===== src/rtl/rsv_port_arbiter_pkg.sv =====
// Shared constants, state encoding and index helpers for the rsv-stage port arbiter.
package rsv_port_arbiter_pkg;

  localparam int unsigned RSV_NUM_REQ = 6;
  localparam int unsigned RSV_ID_W    = 3;

  typedef enum logic {
    RSV_ARB_IDLE   = 1'b0,
    RSV_ARB_LOCKED = 1'b1
  } rsv_arb_state_e;

  // Binary index of a one-hot vector; 0 for an all-zero vector.
  function automatic logic [RSV_ID_W-1:0] onehotToIdx(input logic [RSV_NUM_REQ-1:0] oh);
    logic [RSV_ID_W-1:0] idx;
    idx = '0;
    for (int i = 0; i < RSV_NUM_REQ; i++) begin
      if (oh[i]) idx = idx | RSV_ID_W'(i);
    end
    return idx;
  endfunction

  // Wrap a non-negative integer into the requester index range.
  function automatic logic [RSV_ID_W-1:0] wrapIdx(input int x);
    return RSV_ID_W'(x % int'(RSV_NUM_REQ));
  endfunction

  // Next-lower index with wrap; used to make the last winner lowest priority.
  function automatic logic [RSV_ID_W-1:0] prevIdx(input logic [RSV_ID_W-1:0] idx);
    return (idx == '0) ? RSV_ID_W'(RSV_NUM_REQ - 1) : idx - RSV_ID_W'(1);
  endfunction

endpackage


===== src/rtl/rsv_rot_select.sv =====
// Rotating-priority selector: index ptr is highest, then ptr-1 down to ptr+1 (wrapping).
module rsv_rot_select
  import rsv_port_arbiter_pkg::*;
(
  input  logic [RSV_NUM_REQ-1:0] vec,
  input  logic [RSV_ID_W-1:0]    ptr,
  output logic [RSV_NUM_REQ-1:0] winner
);

  logic [RSV_NUM_REQ-1:0] rot;
  logic [RSV_NUM_REQ-1:0] pick;
  logic                   found;

  // Rotate so that requester ptr lands on the top bit.
  always_comb begin
    rot = '0;
    for (int k = 0; k < RSV_NUM_REQ; k++) begin
      rot[k] = vec[wrapIdx(int'(ptr) + k + 1)];
    end
  end

  // Highest set bit of the rotated vector.
  always_comb begin
    pick  = '0;
    found = 1'b0;
    for (int k = RSV_NUM_REQ - 1; k >= 0; k--) begin
      if (rot[k] && !found) begin
        pick[k] = 1'b1;
        found   = 1'b1;
      end
    end
  end

  // Rotate the one-hot pick back to requester numbering.
  always_comb begin
    winner = '0;
    for (int k = 0; k < RSV_NUM_REQ; k++) begin
      if (pick[k]) winner[wrapIdx(int'(ptr) + k + 1)] = 1'b1;
    end
  end

endmodule


===== src/rtl/rsv_port_arbiter.sv =====
// Packet-level rotating-priority arbiter for one reservation output port.
// A grant is held from head to tail flit; the winner then drops to lowest priority.
// Optional macro RSV_ARB_TIMEOUT_EN adds a forced release after TIMEOUT_CYC stalled cycles.
module rsv_port_arbiter
  import rsv_port_arbiter_pkg::*;
#(
  parameter int unsigned PTR_RST     = 5,
  parameter int unsigned TIMEOUT_CYC = 64
) (
  input  logic                   clk,
  input  logic                   reset,
  input  logic [RSV_NUM_REQ-1:0] req,
  input  logic [RSV_NUM_REQ-1:0] tail,
  input  logic                   ready,
  output logic [RSV_NUM_REQ-1:0] gnt,
  output logic [RSV_ID_W-1:0]    gnt_id,
  output logic                   locked,
  output logic                   xfer,
  output logic                   timeout
);

  // Reject parameter values outside the supported range at elaboration.
  if (PTR_RST >= RSV_NUM_REQ || TIMEOUT_CYC < 2 || TIMEOUT_CYC > 256) begin : gBadParam
    $error("rsv_port_arbiter: PTR_RST or TIMEOUT_CYC out of range");
  end

  rsv_arb_state_e         state, stateNxt;
  logic [RSV_NUM_REQ-1:0] gntNxt;
  logic [RSV_ID_W-1:0]    ptr, ptrNxt;
  logic [RSV_ID_W-1:0]    relPtr;
  logic [RSV_NUM_REQ-1:0] selVec, selWin;
  logic [RSV_ID_W-1:0]    selPtr;
  logic                   isTail;
  logic                   forceRel;
  logic                   relEvent;

  // Flit accepted by the downstream side for the current holder.
  assign xfer     = locked & (|(gnt & req)) & ready;
  assign isTail   = |(gnt & tail);
  assign relEvent = (xfer & isTail) | forceRel;
  assign relPtr   = prevIdx(gnt_id);

  // Fresh arbitration from IDLE; back-to-back arbitration (holder excluded) on release.
  assign selVec = locked ? (req & ~gnt) : req;
  assign selPtr = locked ? relPtr : ptr;

  rsv_rot_select uSel (
    .vec    (selVec),
    .ptr    (selPtr),
    .winner (selWin)
  );

`ifdef RSV_ARB_TIMEOUT_EN
  localparam int unsigned CNT_W = $clog2(TIMEOUT_CYC);

  logic [CNT_W-1:0] toCnt, toCntNxt;

  assign forceRel = locked & ~xfer & (toCnt == CNT_W'(TIMEOUT_CYC - 1));

  // Count consecutive stalled cycles while a grant is held.
  always_comb begin
    toCntNxt = toCnt + CNT_W'(1);
    if (!locked || xfer || forceRel) toCntNxt = '0;
  end

  // Stall counter register.
  always_ff @(posedge clk or negedge reset) begin
    if (!reset) toCnt <= '0;
    else        toCnt <= toCntNxt;
  end
`else
  assign forceRel = 1'b0;
`endif

  assign timeout = forceRel;

  // Next-state, next-grant and pointer update.
  always_comb begin
    stateNxt = state;
    gntNxt   = gnt;
    ptrNxt   = ptr;
    unique case (state)
      RSV_ARB_IDLE: begin
        if (|req) begin
          gntNxt   = selWin;
          stateNxt = RSV_ARB_LOCKED;
        end
      end
      RSV_ARB_LOCKED: begin
        if (relEvent) begin
          ptrNxt = relPtr;
          if (|selVec) begin
            gntNxt = selWin;
          end else begin
            gntNxt   = '0;
            stateNxt = RSV_ARB_IDLE;
          end
        end
      end
      default: begin
        gntNxt   = '0;
        stateNxt = RSV_ARB_IDLE;
      end
    endcase
  end

  // State and registered outputs.
  always_ff @(posedge clk or negedge reset) begin
    if (!reset) begin
      state  <= RSV_ARB_IDLE;
      gnt    <= '0;
      gnt_id <= '0;
      locked <= 1'b0;
      ptr    <= RSV_ID_W'(PTR_RST);
    end else begin
      state  <= stateNxt;
      gnt    <= gntNxt;
      gnt_id <= onehotToIdx(gntNxt);
      locked <= (stateNxt == RSV_ARB_LOCKED);
      ptr    <= ptrNxt;
    end
  end

endmodule


===== config.mk =====
export PLATFORM = sky130hd
export DESIGN_NAME = rsv_port_arbiter
export DESIGN_NICKNAME = d
export VERILOG_FILES = /design/src/rtl/rsv_port_arbiter_pkg.sv /design/src/rtl/rsv_rot_select.sv /design/src/rtl/rsv_port_arbiter.sv
export SDC_FILE = /design/constraint.sdc
export NUM_CORES = 1
export LEC_CHECK = 0
export ABC_AREA = 1
export BUFFER_PORTS_ARGS = -buffer_cell sky130_fd_sc_hd__buf_4
export CAP_MARGIN = 20
export CELL_PAD_IN_SITES_DETAIL_PLACEMENT = 0
export CELL_PAD_IN_SITES_GLOBAL_PLACEMENT = 2
export CORE_ASPECT_RATIO = 0.8
export CORE_MARGIN = 2
export CORE_UTILIZATION = 25
export CTS_CLUSTER_SIZE = 24
export DETAILED_ROUTE_END_ITERATION = 10
export PLACE_DENSITY = 0.65
export SLEW_MARGIN = 25
export SYNTH_ARGS = -nofsm -noshare
export SYNTH_HDL_FRONTEND = slang
export SYNTH_SLANG_ARGS = --single-unit

===== constraint.sdc =====
create_clock -name clk -period 4.37 [get_ports clk]
set_input_delay 0.437 -clock clk [delete_from_list [all_inputs] [get_ports clk]]
set_output_delay 0.437 -clock clk [all_outputs]
set_load 0.1 [all_outputs]

==> key figures, run 1 <==
Status
  • Outcome: finished, final reports clean

Synthesis
  • Ys Warns: 0
  • Area leader, netlist: nand2_1
  • Flops & latches, synth: 13
  • Synthesized area: 2420 um2
  • Number of synthesized flops with an enable pin: 0
  • Synthesized area per cell: 5.98 um2
  • Netlist cell types: 39
  • Post-synth top area share: 18.1%
  • Dominant synthesized flop cell: dfrtp_1
  • Syn Inst Count: 405
  • Async set-reset flop share out of synthesis: 100%
  • Synth area leaders: nand2_1, dfrtp_1, inv_1
  • Syn Nets: 436
  • Sequential fraction of the synthesis area: 13.5%

Global routing
  • GRT overflow: 0
  • Vias in the first global route: 2223
  • GR Util All Layers: 14.4%
  • Initial antenna violation count: 0
  • Largest net degree at the start of global routing: 35
  • Global-route wire length before repair: 11.8 mm

Die
  • Starting density of the core: 25.4%
  • Die Wd: 114 um
  • Count of boundary I/O pins: 27
  • Row count: 32
  • Die H: 92.0 um
  • Die Area: 10500 um2
  • Core Area: 9530 um2

Worst setup path
  • Arr. time, crit path: 4.14 ns
  • WS Path Type: flop to flop
  • Crit-path slowest cell: dfrtp_2
  • Required time worst endpoint: 4.53 ns
  • CP endpoint kind: flop
  • CP startpoint kind: flop
  • CP dominant cell by count: nand2_1
  • Worst-path maximum fanout: 7
  • Crit-path max cell delay: 0.43 ns

Routing
  • Drt initial violations: 150
  • ANT nets after route: 0
  • Vias: 2520
  • Per-cell routed wire length: 13.5 um
  • DR vias/cell: 4.52
  • Drt drc: 0
  • Initial DRT Pass Iterations: 4
  • Final Routed Wirelength: 7.52 mm

Clock network
  • Worst-path clk slew: 0.05 ns
  • CTS max path bufs: 2
  • Worst-skew pair later-pin latency: 0.25 ns
  • TritonCTS Buffers: 3
  • CTS tree: built
  • H-tree levels: 1
  • Hold Buf Count CTS: 0
  • CTS Root Cell: clkbuf_16
  • Clk sinks: 13

Flow run
  • Max Cap Viol: 0

Final layout
  • FF/Latch Area: 333 um2
  • Antenna Cells: 0
  • NumNets Final: 470
  • Most frequent cells in the layout: nand2_1, inv_1, nand3_1, buf_4, nor2_1
  • Post-layout util: 30.4%
  • Fillers: 1052
  • Area Overhead vs Synth: 19.6%
  • Layout cells sized above 1: 22.4%
  • Multi-input gate area: 1790 um2
  • Commonest non-fill, non-tap cell in the layout: nand2_1

Placed design
  • DP HPWL: 6.29 mm
  • Dpl ws: 0.377 ns
  • Routability congestion estimate: 0.771
  • Port bufs: 25

Timing
  • Worst Hold Slack: 0.0385 ns
  • Final WS setup: 0.391 ns
  • RSZ-0062 raised after global routing: false
  • Post-layout min period: 3.98 ns
  • Setup_tns: 0 ns
  • Max Clk Rate: 251 MHz
  • Final period util: 91.1%
  • Clock Skews: 0.00317 ns
  • Slew @ Worst Pin: 0.593 ns
  • Pins over their slew limit: 0
  • Slew margin rel.: 60.0%
  • Fin. Hold Viols: 0
  • Final setup fails: 0

Worst hold path
  • Hold Crit Class: input port to asynchronous set/reset pin
-- synthesized netlist by cell type, types with 4 or more instances --
master and n:
nand3_1 43, nand3_2 8, nor2_1 27, o21ai_1 6, nand2_2 17, a21oi_1 16, o21ai_0 19, inv_1 63
nand2_1 117, ha_1 16, nand4_1 13, nand2_4 8, dfrtp_1 11, buf_2 4
-- through the flow --
step,cell area [um2],cells
after floorplan,2430,405
after global placement,2770,548
after detailed placement,2770,548
after CTS,2850,552
after global routing,2900,557
final,2900,557
-- cell type report --
class	instances	share of cell area [%]
well taps	119	5.14
repair buffers	36	9.33
multi-input cells	317	61.9
flip-flops and latches	13	11.5
inverters	68	9.33
clock buffers	3	2.59
clock inverters	1	0.173
-- cells by family (layout without fill, tap and decap cells) --
kind of cell	count (synthesis)	count (layout)	share of synthesized area, %
and+or+nand+nor	246	246	52.2
buffers and inverters	75	108	12.6
AOI/OAI and AO/OA	51	51	12.1
adders and majority gates	16	16	8.27
DFF	13	13	13.5
xor gates and xnor gates	3	3	1.09
other	1	1	0.155
-- worst max-delay path: cells and delay by family, from the launching register on --
family                   cells  cell delay [ns]
AND/OR/NAND/NOR             16             1.63
flip-flops                   1             0.43
buffers and inverters        6             0.82
adder cells (fa/ha/maj)      1             0.40
AO/OA/AOI/OAI                3             0.60
-- registers in the layout, indices dropped and copies added (netlist names) --
register	flops
gnt	6
ptr	3
gnt_id	3
state	1
-- path summary, 6_finish.rpt --
check / startpoint / end / slack (ns) / cells past startpoint
max reg2reg: gnt_id[1] / gnt_id[0] / 0.39 / 26
min reg2reg: ptr[2] / ptr[2] / 0.52 / 2
max in group asynchronous: reset / ptr[2] / 4.09 / 1
min: reset / ptr[1] / 0.04 / 1
max: gnt_id[1] / gnt_id[0] / 0.39 / 26
min in group clk: ptr[2] / ptr[2] / 0.52 / 2
-- layer usage --
| layer | routed length [um] | up-vias | global-route usage, % |
|---|---|---|---|
| met5 | 0 | - | 0 |
| met2 | 3020 | 26 | 19.8 |
| li1 | - | 1362 | - |
| met3 | 261 | 2 | 2.38 |
| met1 | 4230 | 1130 | 23.6 |
| met4 | 12 | 0 | 0.915 |
-- what timing repair did --
item / 4_1_cts / 5_1_grt
gates resized for setup: 0 / 4
buffers inserted: 0 / 5
setup endpoints to repair: 0 / 5
Power of run 1 is not shown: default switching activity piles up to over one toggle a cycle in this logic, so the estimate is an artifact.
==> inputs of run 2 (changes only) <==
==> constraint.sdc (replaced) <==
create_clock -name clk -period 4.37 [get_ports clk]
set_input_delay 0.437 -clock clk [delete_from_list [all_inputs] [get_ports clk]]
set_output_delay 0.437 -clock clk [all_outputs]
set_load 0.01 [all_outputs]
==> key figures, run 2 (synthesized netlist as in run 1, its figures left out) <==
Status
  • Outcome: finished, final reports clean

Die
  • Core Area: 9530 um2 (unchanged)
  • Die H: 92.0 um (unchanged)
  • Die Area: 10500 um2 (unchanged)
  • Starting density of the core: 25.4% (unchanged)
  • Count of boundary I/O pins: 27 (unchanged)
  • Row count: 32 (unchanged)
  • Die Wd: 114 um (unchanged)

Clock network
  • Worst-skew pair later-pin latency: 0.25 ns (about the same)
  • CTS Root Cell: clkbuf_16
  • Clk sinks: 13 (unchanged)
  • H-tree levels: 1 (unchanged)
  • TritonCTS Buffers: 3 (unchanged)
  • CTS tree: built
  • CTS max path bufs: 2 (unchanged)
  • Worst-path clk slew: 0.05 ns (about the same)
  • Hold Buf Count CTS: 0 (unchanged)

Routing
  • Vias: 2562 (+1.7%)
  • Final Routed Wirelength: 7.47 mm (-0.61%)
  • DR vias/cell: 4.61 (+1.8%)
  • Per-cell routed wire length: 13.4 um (-0.43%)
  • Drt initial violations: 111 (-26%)
  • Drt drc: 0 (unchanged)
  • Initial DRT Pass Iterations: 4 (unchanged)
  • ANT nets after route: 0 (unchanged)

Worst setup path
  • Reg2reg setup slack: 0.43 ns (+0.04 ns)
  • Required time worst endpoint: 4.54 ns (about the same)
  • Arr. time, crit path: 4.11 ns (-0.03 ns)
  • Crit-path max cell delay: 0.42 ns (about the same)
  • CP endpoint kind: flop
  • Worst-path maximum fanout: 11 (+4)
  • WS Path Type: flop to flop
  • CP dominant cell by count: nand2_1
  • Crit-path slowest cell: dfrtp_1
  • CP startpoint kind: flop

Global routing
  • Global-route wire length before repair: 12.0 mm (+1.7%)
  • Largest net degree at the start of global routing: 27 (-23%)
  • Vias in the first global route: 2254 (+1.4%)
  • GRT overflow: 0 (unchanged)
  • GR Util All Layers: 14.6% (+0.20 points)
  • Initial antenna violation count: 0 (unchanged)

Placed design
  • Placed Instance Area: 2770 um2 (about the same)
  • DP HPWL: 6.36 mm (+1.1%)
  • Routability congestion estimate: 0.776 (+0.62%)
  • Port bufs: 25 (unchanged)

Final layout
  • Largest Register: gnt
  • Biggest regs: gnt (6), gnt_id (3), ptr (3)
  • Area Overhead vs Synth: 18.9%
  • Commonest non-fill, non-tap cell in the layout: nand2_1
  • NumNets Final: 469 (-0.21%)
  • Max reg flops: 6 (unchanged)
  • Layout cells sized above 1: 21.7% (-0.64 points)
  • Antenna Cells: 0 (unchanged)
  • Most frequent cells in the layout: nand2_1, inv_1, nand3_1, buf_4, nor2_1
  • Cell area after layout: 2880 um2 (-0.56%)

Timing
  • Slew margin rel.: 65.7% (+5.7 points)
  • Final setup fails: 0 (unchanged)
  • Clock Skews: 0.00399 ns (+0.000822 ns)
  • Slew @ Worst Pin: 0.510 ns (-0.0827 ns)
  • Fin. Hold Viols: 0 (unchanged)
  • Pins over their slew limit: 0 (unchanged)
  • Final period util: 90.1% (-0.96 points)
  • Max Clk Rate: 254 MHz (+1.1%)
  • Setup_tns: 0 ns (unchanged)
  • Post-layout min period: 3.94 ns (-0.0418 ns)
  • RSZ-0062 raised after global routing: false

Flow run
  • Max Cap Viol: 0 (unchanged)

Worst hold path
  • Hold Crit Class: input port to asynchronous set/reset pin
[run 2: cell types whose count changed in the layout (fill, tap and decap cells not counted), sizes merged]
| cell | before | now |
|---|---|---|
| buf | 36 | 35 |
| clkbuf | 3 | 4 |
| clkinv | 2 | 1 |
| clkinvlp | 2 | 1 |
| inv | 65 | 66 |
[run 2: worst paths after layout]
check | cells after the start | startpoint | end
setup reg to reg | 32 | gnt_id[2] | gnt_id[0]
max in group asynchronous | 1 | reset | ptr[2]
min in group clk | 2 | ptr[2] | ptr[2]
hold reg to reg | 2 | ptr[2] | ptr[2]
setup / recovery | 32 | gnt_id[2] | gnt_id[0]
hold / removal | 1 | reset | gnt[2]
[run 2: per-layer routing]
layer	GRT usage (%)	vias to the layer above	part of all wire, %
li1	-	1366	-
met3	1.59	4	2.2
met1	23.9	1164	57
met4	1.83	0	0.41
met2	20.4	28	40
met5	0	-	0
[run 2: metrics by stage]
step / hold WS, ns / worst slack (ns) / std cells / utilization, %
after global placement: 0.303 / 0.288 / 549 / 29.0
after floorplan: 0.141 / 0.494 / 405 / -
final: 0.0333 / 0.433 / 556 / 30.2
after detailed placement: 0.300 / 0.289 / 549 / 29.0
after CTS: 0.0405 / 0.252 / 553 / 29.9
after global routing: 0.0437 / 0.00293 / 556 / 30.2
[run 2: final cells by class]
class                           instances  area [um2]
Sequential cell                        13         329
Clock buffer                            4        78.8
Multi-Input combinational cell        317        1790
Timing Repair Buffer                   35         263
Tap cell                              119         149
Inverter                               68         267
Fill cell                            1082        6650
[run 2: worst max-delay path: cells and delay by family (launching register included)]
| kind | cells | cell delay (ns) |
|---|---|---|
| simple gates | 21 | 2.01 |
| buf+inv | 7 | 0.58 |
| flops | 1 | 0.42 |
| compound gates | 1 | 0.16 |
| fa+ha+maj | 3 | 0.65 |
[run 2: timing repair]
item,in CTS,in global routing
buffers inserted,0,3
endpoints found under the setup margin,0,7
resized for setup,0,6
Power of run 2 is left out for the same reason.
==> inputs of run 3 (changes only) <==
--- a/config.mk
+++ b/config.mk
@@ -16,6 +16,7 @@
 export CTS_CLUSTER_SIZE = 24
 export DETAILED_ROUTE_END_ITERATION = 10
 export PLACE_DENSITY = 0.65
+export RECOVER_POWER = 100
 export SLEW_MARGIN = 25
 export SYNTH_ARGS = -nofsm -noshare
 export SYNTH_HDL_FRONTEND = slang
==> key figures, run 3 (synthesized netlist as in run 1, its figures left out) <==
Timing
  • Clock Skews: 0.00433 ns (+0.000346 ns)
  • Slew @ Worst Pin: 0.827 ns (+0.317 ns)
  • Setup_tns: 0 ns (unchanged)
  • Max Clk Rate: 253 MHz (-0.20%)
  • Final setup fails: 0 (unchanged)
  • Final period util: 90.3% (+0.18 points)
  • Pins over their slew limit: 0 (unchanged)
  • RSZ-0062 raised after global routing: false
  • Slew margin rel.: 44.9% (-21 points)
  • Post-layout min period: 3.94 ns (+0.00773 ns)
  • Fin. Hold Viols: 0 (unchanged)

Placed design
  • DP HPWL: 6.36 mm (unchanged)
  • Routability congestion estimate: 0.776 (unchanged)
  • Port bufs: 25 (unchanged)

Final layout
  • Most frequent cells in the layout: nand2_1, inv_1, nand3_1, nor2_1, buf_4
  • Max reg flops: 6 (unchanged)
  • Commonest non-fill, non-tap cell in the layout: nand2_1
  • Biggest regs: gnt (6), gnt_id (3), ptr (3)
  • Layout cells sized above 1: 19.5% (-2.3 points)
  • Fillers: 1095 (+1.2%)
  • Multi-input gate area: 1790 um2 (unchanged)
  • FF/Latch Area: 329 um2 (unchanged)
  • Area Overhead vs Synth: 17.3%
  • NumNets Final: 469 (unchanged)
  • Largest Register: gnt
  • Antenna Cells: 0 (unchanged)

Routing
  • Drt drc: 0 (unchanged)
  • Per-cell routed wire length: 13.4 um (about the same)
  • Vias: 2552 (-0.39%)
  • ANT nets after route: 0 (unchanged)
  • Drt initial violations: 108 (-2.7%)
  • DR vias/cell: 4.59 (-0.39%)
  • Initial DRT Pass Iterations: 4 (unchanged)
  • Final Routed Wirelength: 7.48 mm (about the same)

Global routing
  • Global-route wire length before repair: 12.0 mm (unchanged)
  • Initial antenna violation count: 0 (unchanged)
  • GR Util All Layers: 14.6% (unchanged)
  • Largest net degree at the start of global routing: 27 (unchanged)
  • GRT overflow: 0 (unchanged)
  • Vias in the first global route: 2254 (unchanged)

Clock network
  • H-tree levels: 1 (unchanged)
  • Worst-skew pair later-pin latency: 0.25 ns (about the same)
  • CTS max path bufs: 2 (unchanged)
  • Worst-path clk slew: 0.05 ns (about the same)
  • TritonCTS Buffers: 3 (unchanged)
  • CTS tree: built
  • Hold Buf Count CTS: 0 (unchanged)
  • CTS Root Cell: clkbuf_16
  • Clk sinks: 13 (unchanged)

Die
  • Die Area: 10500 um2 (unchanged)
  • Core Area: 9530 um2 (unchanged)
  • Starting density of the core: 25.4% (unchanged)
  • Row count: 32 (unchanged)
  • Count of boundary I/O pins: 27 (unchanged)
  • Die H: 92.0 um (unchanged)
  • Die Wd: 114 um (unchanged)

Worst setup path
  • Worst-path maximum fanout: 11 (unchanged)
  • Crit-path max cell delay: 0.43 ns (about the same)
  • Arr. time, crit path: 4.10 ns (about the same)
  • CP dominant cell by count: nand2_1
  • CP bufs+invs: 7 (unchanged)
  • Crit-path slowest cell: dfrtp_1
  • Setup crit start: gnt_id[2]
  • CP Depth: 30 (-6.3%)
  • CP endpoint kind: flop
  • Reg2Reg Depth: 30 (-6.3%)
  • Reg2Reg Capture Point: gnt_id[1]
  • Reg2reg setup slack: 0.43 ns (about the same)
  • WS Path Type: flop to flop
  • RR Startpoint: gnt_id[2]
  • CP startpoint kind: flop
  • Required time worst endpoint: 4.52 ns (-0.02 ns)
  • Critical path's top delay family: simple AND/OR/NAND/NOR gates

Flow run
  • Max Cap Viol: 0 (unchanged)

Status
  • Outcome: finished, final reports clean

Worst hold path
  • Hold Crit Class: input port to asynchronous set/reset pin
[run 3: changes by cell type in the layout (fill, tap and decap cells not counted)]
cell,before,now
buf_4,35,24
clkbuf_1,1,11
clkbuf_2,0,1
[run 3: per-stage QoR]
step | hold WS (ns) | std cells | cell area (um2) | setup WS (ns) | utilization (%)
6_report | 0.266 | 556 | 2840 | 0.425 | 29.8
5_1_grt | 0.323 | 556 | 2840 | 0.00294 | 29.8
4_1_cts | 0.0405 | 553 | 2850 | 0.252 | 29.9
3_5_place_dp | 0.300 | 549 | 2770 | 0.289 | 29.0
3_3_place_gp | 0.303 | 549 | 2770 | 0.288 | 29.0
2_1_floorplan | 0.141 | 405 | 2420 | 0.494 | -
[run 3: area by class of cell]
class / instances / share of cell area [%]
multi-input combinational: 317 / 63.2
sequential: 13 / 11.6
inverter: 68 / 9.39
timing repair buffer: 35 / 7.84
tap: 119 / 5.24
clock buffer: 4 / 2.78
[run 3: metal layers]
layer,part of all wire [%],up-vias,track usage [%]
met2,40,24,20.4
met1,58,1158,23.9
met5,0,-,0
met3,1.7,4,1.59
li1,-,1366,-
met4,0.47,0,1.83
[run 3: how the worst max path moves through the flow]
| stage | to | slack (ns) |
|---|---|---|
| after floorplan | gnt_id[0] | 0.49 |
| after global placement | gnt_id[0] | 0.29 |
| after detailed placement | gnt_id[0] | 0.29 |
| after CTS | gnt_id[0] | 0.25 |
| after global routing | gnt_id[0] | 0.003 |
| final | gnt_id[1] | 0.43 |
[run 3: repair_timing]
action | 4_1_cts | 5_1_grt
resized for setup | 0 | 6
endpoints found under the setup margin | 0 | 7
buffers inserted | 0 | 3
Power of run 3 is left out for the same reason.
